$ cat config.mk
export PLATFORM = sky130hd
export DESIGN_NAME = sine_sample_streamer
export DESIGN_NICKNAME = d
export VERILOG_FILES = /design/src/rtl/sine_sample_streamer.sv
export SDC_FILE = /design/constraint.sdc
export NUM_CORES = 1
export LEC_CHECK = 0
export CAP_MARGIN = 10
export CORE_ASPECT_RATIO = 0.7
export CORE_UTILIZATION = 50
export CTS_CLUSTER_DIAMETER = 50
export CTS_CLUSTER_SIZE = 8
export DETAILED_ROUTE_END_ITERATION = 7
export PLACE_DENSITY = 0.72
export SLEW_MARGIN = 20
export SYNTH_ARGS = -nofsm -noshare
export SYNTH_HDL_FRONTEND = slang
export SYNTH_SLANG_ARGS = --single-unit
$ cat constraint.sdc
create_clock -name clk -period 2.5 [get_ports clk]
set_input_delay 0.5 -clock clk [delete_from_list [all_inputs] [get_ports clk]]
set_output_delay 0.5 -clock clk [all_outputs]
set_load 0.03 [all_outputs]
$ cat src/rtl/sine_sample_streamer.sv
// Paces sample requests at the frame rate, double-buffers the returned sample and
// streams it MSB-first over bclk/fsync/sdata. Optional underrun counter: UNDERRUN_CNT_EN.
module sine_sample_streamer #(
    parameter int unsigned BIT_HALF = 4,
    parameter int unsigned TIMEOUT  = 64
) (
    input  logic        clk,
    input  logic        reset,
    input  logic        enable,
    input  logic        sample_ready,
    input  logic [15:0] sample,
    output logic        generate_next,
    output logic        bclk,
    output logic        fsync,
    output logic        sdata,
    output logic        underrun
`ifdef UNDERRUN_CNT_EN
    ,
    output logic [7:0]  underrun_count
`endif
);

    localparam int unsigned HC_W  = (BIT_HALF > 1) ? $clog2(BIT_HALF) : 1;
    localparam int unsigned CNT_W = $clog2(32 * BIT_HALF);

    typedef enum logic {
        IDLE = 1'b0,
        WAIT = 1'b1
    } state_t;

    state_t           state_q;
    state_t           state_d;
    logic [HC_W-1:0]  hcnt;
    logic [3:0]       bit_idx;
    logic [15:0]      hold_reg;
    logic [15:0]      shift_reg;
    logic [CNT_W-1:0] tcnt;

    logic             hwrap_c;
    logic             fall_c;
    logic             frame_start_c;
    logic [3:0]       bit_next_c;
    logic [CNT_W-1:0] tcnt_inc_c;
    logic             request_c;
    logic             accept_c;
    logic             expire_c;

    assign hwrap_c       = (hcnt == HC_W'(BIT_HALF - 1));
    assign fall_c        = hwrap_c & bclk;
    assign bit_next_c    = bit_idx - 4'd1;
    assign frame_start_c = fall_c & (bit_idx == 4'd0);
    assign tcnt_inc_c    = tcnt + CNT_W'(1);

    // Serial link: bit clock, bit index, frame sync and data
    always_ff @(posedge clk or negedge reset) begin
        if (!reset) begin
            hcnt      <= '0;
            bclk      <= 1'b0;
            bit_idx   <= 4'd0;
            shift_reg <= 16'd0;
            sdata     <= 1'b0;
            fsync     <= 1'b0;
        end else begin
            hcnt <= hwrap_c ? '0 : hcnt + HC_W'(1);
            if (hwrap_c) begin
                bclk <= ~bclk;
            end
            if (fall_c) begin
                bit_idx <= bit_next_c;
            end
            if (frame_start_c) begin
                shift_reg <= hold_reg;
                sdata     <= hold_reg[15];
                fsync     <= 1'b1;
            end else if (fall_c) begin
                sdata <= shift_reg[bit_next_c];
                fsync <= 1'b0;
            end
        end
    end

    // Request FSM: state register
    always_ff @(posedge clk or negedge reset) begin
        if (!reset) begin
            state_q <= IDLE;
        end else begin
            state_q <= state_d;
        end
    end

    // Request FSM: next state
    always_comb begin
        state_d = state_q;
        case (state_q)
            IDLE:    if (request_c) state_d = WAIT;
            WAIT:    if (accept_c || expire_c) state_d = IDLE;
            default: state_d = IDLE;
        endcase
    end

    // Request FSM: decoded controls; the request clk itself (tcnt==0) never accepts
    always_comb begin
        request_c = 1'b0;
        accept_c  = 1'b0;
        expire_c  = 1'b0;
        case (state_q)
            IDLE: request_c = frame_start_c & enable;
            WAIT: begin
                accept_c = sample_ready & (tcnt != '0);
                expire_c = ~accept_c & (tcnt_inc_c == CNT_W'(TIMEOUT));
            end
            default: ;
        endcase
    end

    // Handshake outputs, wait counter and capture buffer
    always_ff @(posedge clk or negedge reset) begin
        if (!reset) begin
            generate_next <= 1'b0;
            underrun      <= 1'b0;
            tcnt          <= '0;
            hold_reg      <= 16'd0;
        end else begin
            generate_next <= request_c;
            underrun      <= expire_c;
            if (request_c) begin
                tcnt <= '0;
            end else if (state_q == WAIT) begin
                tcnt <= tcnt_inc_c;
            end
            if (accept_c) begin
                hold_reg <= sample;
            end else if (frame_start_c && !enable) begin
                hold_reg <= 16'd0;
            end
        end
    end

`ifdef UNDERRUN_CNT_EN
    // Saturating underrun count, cleared whenever a frame starts disabled
    always_ff @(posedge clk or negedge reset) begin
        if (!reset) begin
            underrun_count <= 8'd0;
        end else if (frame_start_c && !enable) begin
            underrun_count <= 8'd0;
        end else if (expire_c && (underrun_count != 8'hFF)) begin
            underrun_count <= underrun_count + 8'd1;
        end
    end
`endif

endmodule

* Yosys cells after proc, flatten, opt, wreduce, memory -nomap -nowiden *
Index checks and enable logic that the tools add are counted.

word-level totals
  register bits after elaboration = 51
  input port bits = 20
  logic and storage cells = 50
  output and inout port bits = 5

operators by class
  add/subtract/negate cells = 3
  reductions and logical operators = 8
  multiplexer cells = 17
  bitwise logic cells = 8
  equality and inequality tests = 2
  $lt $le $gt $ge = 1

operator list
  kind                                                                  count
  16-bit 2-to-1 mux                                                     2
  7-bit 2-to-1 mux                                                      2
  1-bit 2-to-1 mux                                                      10
  7-bit by 1-bit adder with 7-bit output, second input constant         1
  7-bit equality test, second input constant                            1
  7-bit nonzero test                                                    1
  2-bit nonzero test                                                    3
  1-bit AND                                                             5
  4-bit by 5-bit < comparator with 1-bit output, second input constant  1
  1-bit binary-select mux with 4-bit select                             1
  4-bit logical NOT                                                     1
  4-bit by 1-bit subtractor with 4-bit output, second input constant    1
  1-bit inverter                                                        3
  2-bit by 1-bit adder with 2-bit output, second input constant         1
  2-bit equality test, second input constant                            1
  2-bit 2-to-1 mux                                                      1
  1-bit one-hot mux with 2 select lines                                 1
  1-bit logical AND                                                     1
  1-bit logical NOT                                                     1
  1-bit logical OR                                                      1

* Depth between registers and ports, before layout *
Gate-level depths: netlist of the first run.

  depth in word-level cells = 8
  depth in mapped cells = 10
  mapped depth without buffers = 7

* Worst setup path before layout of the first run *
No wires, ideal clock.

  path kind = reg2reg
  start point = reg bit_idx[0]
  end point = reg sdata
  setup slack = 0.380 ns
  cell stages (with the launch flop) = 8
  data arrival time = 1.983 ns
  required time = 2.363 ns
  clock period less this slack = 2.120 ns
  library setup time = 0.137 ns
  path buffers = 1
  cell sequence = dfrtp_1 -> clkbuf_1 -> inv_1 -> ha_1 -> mux4_2 -> mux4_2 -> nand2_1 -> a31oi_1

between the ends
  word-level cells in the longest chain between the ends = 5
  elaborated cells between the ends (all ways) = 8
  those cells by class = add/sub: 1; mux: 4; bitwise: 1; reduce/logical: 2

RTL lines
  element                                      RTL line  text
  start: declaration                           34        logic [3:0] bit_idx;
  start signal: assignment                     69        bit_idx <= bit_next_c;
  4-bit by 1-bit subtractor with 4-bit output  50        assign bit_next_c = bit_idx - 4'd1;
  via bit_next_c[0]                            42        logic [3:0] bit_next_c;
  1-bit binary-select mux with 4-bit select    76        sdata <= shift_reg[bit_next_c];
  1-bit 2-to-1 mux (implied by the code)       76
  1-bit 2-to-1 mux                             75        end else if (fall_c) begin
  1-bit 2-to-1 mux                             71        if (frame_start_c) begin
  end signal: assignment                       73        sdata <= hold_reg[15];
  end signal: assignment                       76
  end: declaration                             15        output logic sdata,

The timed path passes the listed nets, and every way through them passes these cells. The select of a mux whose other input is x is not followed.
A chain may end at the register's enable or synchronous reset.

* Worst setup path after layout of the first run *
Ends and elaborated chain as after synthesis.

==> results of run 1 <==
Yosys cell counts (3+ instances only):
cell	count
ha_1	6
clkbuf_1	5
buf_2	3
xnor2_1	5
nand3_1	20
nand2_1	96
inv_1	5
dfrtp_1	51
o21ai_0	6
nor3_1	3
mux4_2	5
xor2_1	7
nor2_1	6
cell usage in the layout, fill, tap and decap left out, drive strengths merged, types with 3 or more instances in the layout:
master | synthesis | layout
nand2 | 96 | 96
dfrtp | 51 | 51
clkdlybuf4s50 | 0 | 23
nand3 | 20 | 20
xor2 | 7 | 7
nor2 | 6 | 6
o21ai | 6 | 6
ha | 6 | 6
clkbuf | 5 | 6
inv | 5 | 5
xnor2 | 5 | 5
mux4 | 5 | 5
buf | 7 | 4
nor3 | 3 | 3
cell families after synthesis:
| family | after synthesis |
|---|---|
| AO/OA/AOI/OAI | 13 |
| XOR/XNOR | 12 |
| adder cells (fa/ha/maj) | 6 |
| buffers and inverters | 17 |
| flip-flops | 51 |
| multiplexers | 5 |
| AND/OR/NAND/NOR | 132 |
final timing paths:
path                           endpoint  slack [ns]  cells past startpoint
min reg2reg                     hcnt[0]        0.44                      1
max                               sdata        0.32                      6
max in group asynchronous  hold_reg[13]        1.80                      2
min                             hcnt[0]        0.30                      2
min in group clk                hcnt[0]        0.44                      1
max reg2reg                       sdata        0.32                      6
area by class of cell:
cell class / instances / area (um^2)
Clock buffer: 6 / 82.58
Fill cell: 390 / 1694
Timing Repair Buffer: 27 / 257.7
Sequential cell: 51 / 1276
Clock inverter: 2 / 35.03
Inverter: 5 / 18.77
Tap cell: 55 / 68.82
Multi-Input combinational cell: 168 / 920.9
power breakdown:
part / switching, uW / internal [uW]
Combinational: 60.1 / 68.6
Clock: 260 / 324
Sequential: 48.4 / 869
worst max-delay path, delay by kind of cell, from the launching register on:
family / cells / cell delay, ns
DFF: 1 / 0.53
muxes: 2 / 0.81
AOI/OAI and AO/OA: 1 / 0.09
buffers and inverters: 1 / 0.14
adders and majority gates: 1 / 0.40
and+or+nand+nor: 1 / 0.08
layer usage:
metal  global-route usage  vias to the layer above  share of wire
met5                    0                        -              0
met4              0.08867                        0         0.0076
met3              0.04651                        2          0.048
met2               0.2482                       39           0.38
met1               0.3436                      731           0.56
li1                     -                      811              -
through the flow:
stage,util,setup slack (ns),power (uW),area [um^2],cells
3_5_place_dp,0.5839,0.3080,1064,2542,306
5_1_grt,0.6109,0.1510,1707,2660,314
3_3_place_gp,0.5839,0.3462,1058,2542,306
6_report,0.6109,0.3229,1631,2660,314
4_1_cts,0.6109,0.2927,1654,2660,314
2_1_floorplan,-,0.3799,995.8,2283,236
==> results.py, run 1 <==
metrics = {
    "sta": {
        "period_share": 0.8708,
        "hold_viol": 0,
        "rsz0062_at_grt": "false",
        "setup_viol": 0,
        "worst_pin_slew_ns": 0.6121,
        "worst_clock_skew_ns": 0.007177,
        "whs_ns": 0.2968,
        "slew_headroom": 0.5919,
        "slew_violations": 0,
        "fin_crit_ns": 2.177,
        "max_freq_ghz": 0.4593,
        "fin_tns_setup_ns": 0,
    },
    "worst_setup_path": {
        "crit_required_ns": 2.67,
        "path_max_fanout": 6,
        "cp_slowest_stage_delay_ns": 0.53,
        "crit_start": "bit_idx[0]",
        "regToRegStartpoint": "bit_idx[0]",
        "cp_slowest_cell": "dfrtp_1",
        "crit_chain": "inv_1 > ha_1 > mux4_2 > mux4_2 > nand2_1 > a31oi_1",
        "crit_type": "register to register",
        "crit_path_end_kind": "register",
        "critPathLaunchType": "register",
        "crit_arrival_ns": 2.35,
        "crit_top_cell": "mux4_2",
    },
    "die": {
        "die_area_um2": 4845,
        "die_w_um": 82.77,
        "core_area_um2": 4354,
        "die_h_um": 58.54,
        "io_pins": 25,
        "num_rows": 20,
        "start_util": 0.5244,
    },
    "synthesis": {
        "synth.area.mux_share": 0.04932,
        "synth-xor-area-share": 0.04603,
        "synth_area_per_cell_um2": 9.676,
        "async_flop_share": 1.000,
        "synthesis.instances": 236,
        "synth_ff_type": "dfrtp_1",
        "synth_fp_nets": 262,
        "netlist_top_cells_area": "dfrtp_1 (56%), nand2_1 (16%), mux4_2 (4.9%)",
        "synth_top_family_by_area": "simple AND/OR/NAND/NOR gates",
        "synth_top_cell_by_area": "dfrtp_1",
        "synth-seq-area-share": 0.5589,
        "ys_warn_count": 0,
        "synth_edf_count": 0,
        "ys_types": 26,
        "synth_compound_area_frac": 0.03562,
        "ys_ff_latch": 51,
        "netlist_area_um2": 2283,
        "yosys.area_share.simple": 0.2395,
        "synth_adder_area_share": 0.03288,
        "synth_top_area_share": 0.5589,
    },
    "grt": {
        "track_usage": 0.2063,
        "antenna_found_initial": 0,
        "grt_pass1_vias": 1478,
        "grt_pass1_wl_mm": 7.224,
        "grt_overflow": 0,
        "grt_max_degree": 52,
    },
    "clocking": {
        "htreeDepth": 2,
        "numClockSinks": 51,
        "cts_max_path_buffers": 2,
        "hold_buffers": 0,
        "clk_latency_ns": 0.30,
        "cts_resized": 0,
        "numCtsBuffers": 5,
        "cts_root_buf": "clkbuf_8",
        "post-cts-setup-buffers": 0,
        "cts_tree": "built",
        "clk_pin_slew_ns": 0.09,
    },
    "placement": {
        "portBuffers": 24,
        "place.gp.congestion": 0.8626,
        "dpl.hpwl_mm": 2.915,
    },
    "route": {
        "ant_nets": 0,
        "wl_per_cell_um": 13.05,
        "num_vias": 1583,
        "wl_mm": 4.099,
        "drtPass1Iterations": 4,
        "drc_errors": 0,
        "viasPerCell": 5.041,
        "drtIter0Drc": 75,
    },
    "status": {
        "status": "finished, final reports clean",
    },
    "layout": {
        "diodes": 0,
        "synthToLayoutAreaGrowth_pct": 16.49,
        "layout.nets": 284,
        "drive_above_1_share": 0.06564,
    },
    "power": {
        "power-per-cell-area_nw_per_um2": 613.0,
        "ir_worst_vdd_mv": 0.3036,
        "p_leak_uw": 0.001357,
    },
    "run": {
        "drv_cap": 0,
    },
    "min_path": {
        "hold_path.class": "input pin to async pin",
    },
}
No activity file was read; power rests on OpenSTA's default activity.
==> run 2: changes to the inputs <==
--- a/config.mk
+++ b/config.mk
@@ -5,6 +5,7 @@
 export SDC_FILE = /design/constraint.sdc
 export NUM_CORES = 1
 export LEC_CHECK = 0
+export ABC_AREA = 1
 export CAP_MARGIN = 10
 export CORE_ASPECT_RATIO = 0.7
 export CORE_UTILIZATION = 50
==> results.py, run 2 <==
metrics = {
    "clocking": {
        "clk_latency_ns": 0.30,
        "cts_max_path_buffers": 2,
        "cts_resized": 0,
        "clk_pin_slew_ns": 0.09,
        "cts_tree": "built",
        "numClockSinks": 51,
        "hold_buffers": 0,
        "cts_root_buf": "clkbuf_8",
        "post-cts-setup-buffers": 0,
        "htreeDepth": 2,
        "numCtsBuffers": 5,
    },
    "die": {
        "die_area_um2": 5139,
        "num_rows": 20,
        "die_h_um": 60.28,
        "core_area_um2": 4504,
        "die_w_um": 85.26,
        "start_util": 0.5386,
        "io_pins": 25,
    },
    "synthesis": {
        "synth-seq-area-share": 0.5260,
        "synthesis.instances": 278,
        "async_flop_share": 1.000,
        "netlist_top_cells_area": "dfrtp_1 (53%), nand2_1 (9.4%), nand3_1 (7.0%)",
        "synth_fp_nets": 304,
        "yosysMostFrequentCell": "nand2_1",
        "synth_edf_count": 0,
        "synth_top_cell_by_area": "dfrtp_1",
        "synthTopCellsByCount": "nand2_1 (61), dfrtp_1 (51), inv_1 (43), nand3_1 (34), o21ai_0 (28)",
        "synth_ff_type": "dfrtp_1",
        "ys_types": 25,
        "synth_area_per_cell_um2": 8.727,
        "synth_top_area_share": 0.5260,
        "netlist_area_um2": 2426,
        "ys_warn_count": 0,
        "ys_ff_latch": 51,
    },
    "route": {
        "num_vias": 1787,
        "wl_mm": 4.571,
        "ant_nets": 0,
        "wl_per_cell_um": 12.73,
        "viasPerCell": 4.978,
        "drc_errors": 0,
        "drtPass1Iterations": 4,
        "drtIter0Drc": 157,
    },
    "sta": {
        "slew_violations": 0,
        "rsz0062_at_grt": "false",
        "period_share": 0.8439,
        "slew_headroom": 0.5762,
        "setup_viol": 0,
        "fin_tns_setup_ns": 0,
        "max_freq_ghz": 0.4740,
        "worst_pin_slew_ns": 0.6357,
        "worst_clock_skew_ns": 0.008613,
        "whs_ns": 0.1765,
        "hold_viol": 0,
        "fin_crit_ns": 2.110,
    },
    "placement": {
        "dpl.hpwl_mm": 3.316,
        "place_area_um2": 2711,
        "place.gp.congestion": 0.8905,
        "portBuffers": 24,
    },
    "layout": {
        "post-route-util": 0.6200,
        "drive_above_1_share": 0.08882,
        "diodes": 0,
        "layout_common_cells": "nand2_1 (61), dfrtp_1 (51), inv_1 (43)",
        "synthToLayoutAreaGrowth_pct": 15.11,
        "layout.nets": 329,
        "layout_commonest_cell": "nand2_1",
        "fin_area_um2": 2793,
        "fillers": 398,
    },
    "min_path": {
        "hold_path.class": "input pin to async pin",
    },
    "grt": {
        "antenna_found_initial": 0,
        "grt_pass1_wl_mm": 8.066,
        "grt_overflow": 0,
        "grt_pass1_vias": 1639,
        "grt_max_degree": 29,
        "track_usage": 0.2101,
    },
    "worst_setup_path": {
        "critPathLaunchType": "register",
        "crit_arrival_ns": 2.27,
        "cp_slowest_stage_delay_ns": 0.59,
        "crit_path_end_kind": "register",
        "crit_family": "compound AO/OA/AOI/OAI gates",
        "crit_buf_inv": 1,
        "crit_required_ns": 2.66,
        "path_max_fanout": 19,
        "crit_chain": "inv_2 > ha_1 > nand4_4 > o22ai_4 > o21ai_0",
        "crit_type": "register to register",
        "cp_slowest_cell": "o22ai_4",
    },
    "power": {
        "ir_worst_vdd_mv": 0.3965,
        "power-per-cell-area_nw_per_um2": 733.8,
        "p_leak_uw": 0.001384,
    },
    "run": {
        "drv_cap": 0,
    },
    "status": {
        "status": "finished, final reports clean",
    },
}
run 2: layout make-up:
cell class | count | area, um^2 | area share
multi-input combinational | 172 | 922.1 | 0.3302
inverter | 46 | 173.9 | 0.06228
sequential | 51 | 1276 | 0.4570
tap | 55 | 68.82 | 0.02464
timing repair buffer | 27 | 270.3 | 0.09677
clock inverter | 1 | 5.005 | 0.001792
clock buffer | 7 | 76.32 | 0.02733
run 2: power breakdown:
part | switching (uW) | internal [uW] | leakage, uW
Sequential | 90.8 | 1020 | 0.000645
Combinational | 290 | 204 | 0.000697
Clock | 249 | 197 | 0.0000422
Total | 629 | 1420 | 0.00138
run 2: routing by layer:
metal,up-vias,global-route usage,routed length (um)
met2,25,0.2880,1843
met3,8,0.04696,151
met1,831,0.3277,2523
met5,-,0,0
li1,923,-,-
met4,0,0.06429,53
run 2: path summary, 6_finish.rpt:
check / start / cells past startpoint / slack (ns) / end
setup / recovery: bit_idx[0] / 5 / 0.39 / hold_reg[4]
hold / removal: reset / 1 / 0.18 / tcnt[6]
setup reg to reg: bit_idx[0] / 5 / 0.39 / hold_reg[4]
hold reg to reg: hcnt[0] / 1 / 0.43 / hcnt[0]
max in group asynchronous: reset / 2 / 1.79 / shift_reg[12]
min in group clk: hcnt[0] / 1 / 0.43 / hcnt[0]
run 2: metrics by stage:
stage	total power, uW	setup WS (ns)	cells
2_1_floorplan	1460	0.8970	278
3_5_place_dp	1622	0.3859	351
6_report	2049	0.3902	359
4_1_cts	2069	0.3754	359
5_1_grt	2199	0.2257	359
3_3_place_gp	1600	0.4879	351
run 2: cells by family after synthesis:
logic type      synth area share
buf+inv                  0.09386
flops                     0.5260
fa+ha+maj                0.03094
compound gates            0.1114
simple gates              0.2125
xor+xnor                 0.02527
